--- config.mk ---
export PLATFORM = sky130hd
export DESIGN_NAME = alu_ctrl
export DESIGN_NICKNAME = d
export VERILOG_FILES = /design/src/rtl/alu_pkg.sv /design/src/rtl/alu_ctrl_timeout.sv /design/src/rtl/alu_ctrl.sv
export SDC_FILE = /design/constraint.sdc
export NUM_CORES = 1
export LEC_CHECK = 0
export BUFFER_PORTS_ARGS = -buffer_cell sky130_fd_sc_hd__buf_2
export CORE_MARGIN = 4
export CORE_UTILIZATION = 51
export DETAILED_ROUTE_END_ITERATION = 8
export PLACE_DENSITY = 0.82
export SLEW_MARGIN = 20
export SYNTH_ARGS = -nofsm -noshare
export SYNTH_HDL_FRONTEND = slang
export SYNTH_SLANG_ARGS = --single-unit
export TNS_END_PERCENT = 30
--- constraint.sdc ---
create_clock -name i_clk -period 4.4 [get_ports i_clk]
set_clock_uncertainty 0.1 [all_clocks]
set_input_delay 0.44 -clock i_clk [delete_from_list [all_inputs] [get_ports i_clk]]
set_output_delay 0.44 -clock i_clk [all_outputs]
set_load 0.005 [all_outputs]
--- src/rtl/alu_pkg.sv ---
// Shared types and constants for the ALU byte-stream controller and its ALU.
// Latency: n/a (declarations only).
// Backpressure: n/a.
// Contents: FSM state encoding, ALU opcode values, default widths.
package alu_pkg;

  localparam int N_BITS_DEF  = 8;
  localparam int OP_BITS_DEF = 6;

  // Controller sequence states; encoding is fixed so it can be probed in debug.
  typedef enum logic [2:0] {
    WAIT_A  = 3'd0,
    WAIT_B  = 3'd1,
    WAIT_OP = 3'd2,
    EXEC    = 3'd3,
    SEND    = 3'd4
  } state_t;

  // Opcodes understood by the ALU; anything else returns 0.
  localparam logic [OP_BITS_DEF-1:0] OP_ADD = 6'h1C;
  localparam logic [OP_BITS_DEF-1:0] OP_SUB = 6'h1D;
  localparam logic [OP_BITS_DEF-1:0] OP_AND = 6'h1E;
  localparam logic [OP_BITS_DEF-1:0] OP_OR  = 6'h1F;

endpackage

--- src/rtl/alu_ctrl_timeout.sv ---
// Inter-byte watchdog: counts enabled cycles, flags the terminal count.
// Latency: tc is combinational from the count register (CYCLES enabled clocks after clear).
// Backpressure: none; clear has priority over counting, count holds at terminal value.
// Ports: i_clk, i_rst_n (async active-low), i_en (count enable), i_clr (sync clear),
//        o_tc (high while enabled and count == CYCLES-1).
module alu_ctrl_timeout #(
  parameter int unsigned CYCLES = 16
) (
  input  logic i_clk,
  input  logic i_rst_n,
  input  logic i_en,
  input  logic i_clr,
  output logic o_tc
);

  localparam int W = (CYCLES > 1) ? $clog2(CYCLES) : 1;
  localparam logic [W-1:0] LAST = W'(CYCLES - 1);

  logic [W-1:0] cnt;

  assign o_tc = i_en && (cnt == LAST);

  always_ff @(posedge i_clk or negedge i_rst_n) begin
    if (!i_rst_n) begin
      cnt <= '0;
    end else if (i_clr) begin
      cnt <= '0;
    end else if (i_en && !o_tc) begin
      cnt <= cnt + 1'b1;
    end
  end

endmodule

--- src/rtl/alu_ctrl.sv ---
// Sequencer: collects A, B, opcode bytes from RX, drives the ALU, returns one result byte on TX.
// Latency: opcode handshake -> o_tx_valid in 2 clocks (EXEC, then SEND).
// Backpressure: o_rx_ready low in EXEC/SEND; result held in SEND until i_tx_ready.
// Ports: i_clk, i_rst_n (async active-low); RX stream i_rx_data/i_rx_valid/o_rx_ready;
//        TX stream o_tx_data/o_tx_valid/i_tx_ready; ALU side o_alu_a/o_alu_b/o_alu_op/i_alu_res;
//        status o_busy (not idle), o_err (timeout abort pulse).
// Build option: ALU_CTRL_TIMEOUT_EN enables the inter-byte timeout in WAIT_B/WAIT_OP.
module alu_ctrl
  import alu_pkg::*;
#(
  parameter int          N_BITS         = N_BITS_DEF,
  parameter int          OP_BITS        = OP_BITS_DEF,
  parameter int unsigned TIMEOUT_CYCLES = 1000000
) (
  input  logic               i_clk,
  input  logic               i_rst_n,
  input  logic [N_BITS-1:0]  i_rx_data,
  input  logic               i_rx_valid,
  output logic               o_rx_ready,
  output logic [N_BITS-1:0]  o_tx_data,
  output logic               o_tx_valid,
  input  logic               i_tx_ready,
  output logic [N_BITS-1:0]  o_alu_a,
  output logic [N_BITS-1:0]  o_alu_b,
  output logic [OP_BITS-1:0] o_alu_op,
  input  logic [N_BITS-1:0]  i_alu_res,
  output logic               o_busy,
  output logic               o_err
);

  state_t            state;
  logic [N_BITS-1:0] a_q, b_q, res_q;
  logic [OP_BITS-1:0] op_q;
  logic              rx_ready_q, tx_valid_q, busy_q;
  logic              rx_hs, tx_hs;

  // Handshakes use only registered ready/valid, so there is no valid->ready path.
  assign rx_hs = i_rx_valid && rx_ready_q;
  assign tx_hs = tx_valid_q && i_tx_ready;

  assign o_rx_ready = rx_ready_q;
  assign o_tx_valid = tx_valid_q;
  assign o_tx_data  = res_q;
  assign o_alu_a    = a_q;
  assign o_alu_b    = b_q;
  assign o_alu_op   = op_q;
  assign o_busy     = busy_q;

`ifdef ALU_CTRL_TIMEOUT_EN
  logic timeout_hit;
  logic err_q;
  logic waiting;

  // Only a partially collected sequence is watched; idle and SEND may wait forever.
  assign waiting = (state == WAIT_B) || (state == WAIT_OP);
  assign o_err   = err_q;

  alu_ctrl_timeout #(
    .CYCLES (TIMEOUT_CYCLES)
  ) u_timeout (
    .i_clk   (i_clk),
    .i_rst_n (i_rst_n),
    .i_en    (waiting),
    .i_clr   (rx_hs || !waiting),
    .o_tc    (timeout_hit)
  );
`else
  assign o_err = 1'b0;
`endif

  // Outputs are registered alongside the state so they reflect the state being entered.
  always_ff @(posedge i_clk or negedge i_rst_n) begin
    if (!i_rst_n) begin
      state      <= WAIT_A;
      a_q        <= '0;
      b_q        <= '0;
      op_q       <= '0;
      res_q      <= '0;
      rx_ready_q <= 1'b0;
      tx_valid_q <= 1'b0;
      busy_q     <= 1'b0;
`ifdef ALU_CTRL_TIMEOUT_EN
      err_q      <= 1'b0;
`endif
    end else begin
`ifdef ALU_CTRL_TIMEOUT_EN
      err_q <= 1'b0;
      // A byte arriving on the terminal cycle wins over the abort.
      if (timeout_hit && !rx_hs) begin
        state      <= WAIT_A;
        a_q        <= '0;
        b_q        <= '0;
        op_q       <= '0;
        rx_ready_q <= 1'b1;
        busy_q     <= 1'b0;
        err_q      <= 1'b1;
      end else
`endif
      begin
        case (state)
          WAIT_A: begin
            // Also raises ready on the first edge after reset.
            rx_ready_q <= 1'b1;
            if (rx_hs) begin
              a_q    <= i_rx_data;
              state  <= WAIT_B;
              busy_q <= 1'b1;
            end
          end
          WAIT_B: begin
            if (rx_hs) begin
              b_q   <= i_rx_data;
              state <= WAIT_OP;
            end
          end
          WAIT_OP: begin
            if (rx_hs) begin
              op_q       <= i_rx_data[OP_BITS-1:0];
              state      <= EXEC;
              rx_ready_q <= 1'b0;
            end
          end
          EXEC: begin
            // ALU inputs have been stable since the opcode latch.
            res_q      <= i_alu_res;
            state      <= SEND;
            tx_valid_q <= 1'b1;
          end
          SEND: begin
            if (tx_hs) begin
              tx_valid_q <= 1'b0;
              rx_ready_q <= 1'b1;
              busy_q     <= 1'b0;
              state      <= WAIT_A;
            end
          end
          default: begin
            state      <= WAIT_A;
            rx_ready_q <= 1'b1;
            tx_valid_q <= 1'b0;
            busy_q     <= 1'b0;
          end
        endcase
      end
    end
  end

endmodule

==> flow_summary_export.csv <==
group,metric,value,unit
clock_network,clock_path_buffers,2,
setup_path,worstPathRequired,4.53,ns
detailed_routing,drc,0,
setup_path,arrival,1.89,ns
detailed_routing,antenna_left,0,
clock_network,insertion_delay,0.33,ns
synthesis,yosysWarnings,0,
grt,grt-ovfl-total,0,
clock_network,cts_tree,"built",
setup_path,cp_max_fo,8,
timing,period_share,40.1,%
cells_and_area,num-fill-cells,200,
synthesis,synthFlopType,"dfrtp_1",
clock_network,clk_pin_slew,0.10,ns
setup_path,crit_type,"flip-flop to flip-flop",
clock_network,cts_buffers,5,
power_and_ir_drop,p_total,0.00128,W
synthesis,muxShareOfSynthArea,26.1,%
job,maxCapViolCount,0,
grt,grt_antenna_before_repair,0,
timing,tightest_slew,0.767,ns
timing,setup_ws,2.64,ns
clock_network,cts_hold_buf,0,
detailed_routing,drt_iter0_drc,34,
place,dpl_worst_slack,2.54,ns
synthesis,synth_cell_type_count,21,
floorplanning,ios,54,
synthesis,async_flop_share,100,%
synthesis,synth.avg_cell_area,15.5,um2
place,io_buffers,52,
timing,final-setup-viol-count,0,
grt,grt_pass1_wl,4400,um
power_and_ir_drop,p_leak,0.890,nW
setup_path,startpoint_type,"flip-flop",
synthesis,yosysSeqAreaShare,61.9,%
clock_network,cts_htree_levels,2,
grt,first_global_vias,978,
synthesis,synth_top_family_by_area,"multiplexers",
clock_network,ctsResizeCount,0,
cells_and_area,layout.nets,169,
status,outcome,"finished, final reports clean",
synthesis,netlist_area,1460,um2
synthesis,synth_fa_ha_area_share,0,%
cells_and_area,area_growth,22.4,%
floorplanning,coreArea,2730,um2
synthesis,synth-simple-area-share,5.93,%
detailed_routing,avgRoutedWirePerCell,15.3,um
cells_and_area,drive_gt1_share,62.0,%
place,gp_congestion,0.739,
floorplanning,die_w,61.4,um
setup_path,cp-end-kind,"flip-flop",
clock_network,cts-root-buf,"clkbuf_4",
detailed_routing,dr.pass1.iters,4,
grt,grt.total_usage,16.1,%
timing,fin_crit,1.76,ns
floorplanning,die-area,3770,um2
detailed_routing,vias,949,
timing,slew_violations,0,
timing,max_freq,0.567,GHz
clock_network,post-cts-setup-buffers,0,
detailed_routing,wl,2780,um
timing,max_slew_margin,48.8,%
cells_and_area,diodes,0,
floorplanning,die_h,61.4,um
min_path,holdCritPathClass,"input port to async pin",
detailed_routing,avgViaCountPerCell,5.24,
timing,tns,0,ns
timing,rsz0062_at_grt,"false",
synthesis,synth_compound_area_share,2.92,%
synthesis,syn_inst,94,
power_and_ir_drop,power_density,718,nW/um2
timing,hold_viol_final,0,
grt,grt_max_degree,37,
floorplanning,start_util,53.2,%
synthesis,synth_seq_cells,36,
floorplanning,rows,19,
synthesis,synthXorXnorAreaFrac,0,%
synthesis,synth_edf_count,0,
place,dp_hpwl,2060,um
clock_network,cts_sinks,36,
synthesis,synthesis.nets,114,
place,placed_cell_area,1720,um2
cells_and_area,design_area,1780,um2
power_and_ir_drop,ir_worst_vdd,0.000486,V
[per-stage QoR]
step | utilization [%] | std cells | hold slack, ns
finish | 65.2 | 181 | 0.0661
global route | 65.2 | 181 | 0.102
CTS | 65.2 | 181 | 0.0740
detailed placement | 62.9 | 173 | 0.388
global placement | 62.9 | 173 | 0.384
floorplan | - | 94 | 0.0444
[cells by family after synthesis]
kind of cell    Yosys count
compound gates            6
buf+inv                   6
flops                    36
mux                      31
other cells               1
simple gates             14
[layout by cell type, fill, tap and decap left out]
master and n:
buf_2 52, nor2_1 3, clkbuf_1 1, a22oi_1 1, o21a_1 1, mux2_4 8, or4_4 1, nand3b_1 2
clkinvlp_4 1, a21oi_1 1, nor3_2 2, o21ai_0 1, nand2_1 3, conb_1 1, a21boi_0 1, clkbuf_4 5
inv_1 2, mux2_2 23, clkbuf_8 1, o32a_1 1, nand3_1 1, nand2b_1 2, dfrtp_1 36
[area by class of cell]
cell class / instances / area, um2 / area share [%]
sequential: 36 / 901 / 50.6
multi-input combinational: 52 / 512 / 28.7
inverter: 2 / 7.51 / 0.421
clock inverter: 1 / 7.51 / 0.421
clock buffer: 7 / 55.1 / 3.09
timing repair buffer: 52 / 260 / 14.6
tap: 31 / 38.8 / 2.18
[cells in the mapped netlist (2+ instances only)]
library cell   n  share of area [%]
nand3b_1       2                1.0
buf_6          2                1.5
nor2_1         3               0.77
mux2_2        23                 18
nand2_1        3               0.77
inv_1          2               0.52
nor3_2         2                1.4
mux2_4         8                8.3
nand2b_1       2               0.86
dfrtp_1       36                 62
[metal layers]
| metal | GRT usage, % | vias up | wire [um] |
|---|---|---|---|
| li1 | - | 439 | - |
| met1 | 18.5 | 456 | 1120 |
| met2 | 27.9 | 48 | 1360 |
| met3 | 5.87 | 6 | 259 |
| met4 | 5.45 | 0 | 36 |
| met5 | 0 | - | 0 |
[worst max-delay path, stage by stage (launching register included)]
cell and delay, ns:
dfrtp_1 0.46, nand2b_1 0.21, nor3_2 0.49, mux2_2 0.41
[power breakdown]
part	internal [W]	switching (W)	leakage, nW
clock network	0.0000782	0.000104	0.0315
logic	0.000306	0.000189	0.432
registers	0.000496	0.000105	0.426
[flip-flops by register name (all words and copies together) (netlist names)]
register    count
o_alu_b         8
state           3
o_alu_op        6
o_tx_valid      1
o_busy          1
o_rx_ready      1
o_tx_data       8
o_alu_a         8
[worst paths after layout]
kind                                     end    startpoint  depth (start not counted)  slack (ns)
worst min-delay path              o_alu_b[6]       i_rst_n                          1        0.07
max in group asynchronous       o_tx_data[4]       i_rst_n                          1        3.64
worst max-delay path              o_alu_b[0]      state[1]                          3        2.64
worst max register to register    o_alu_b[0]      state[1]                          3        2.64
worst min register to register   o_alu_op[4]   o_alu_op[4]                          1        0.41
min in group i_clk              o_tx_data[5]  i_alu_res[5]                          2        0.23
Power figures use the tool's default switching activity.
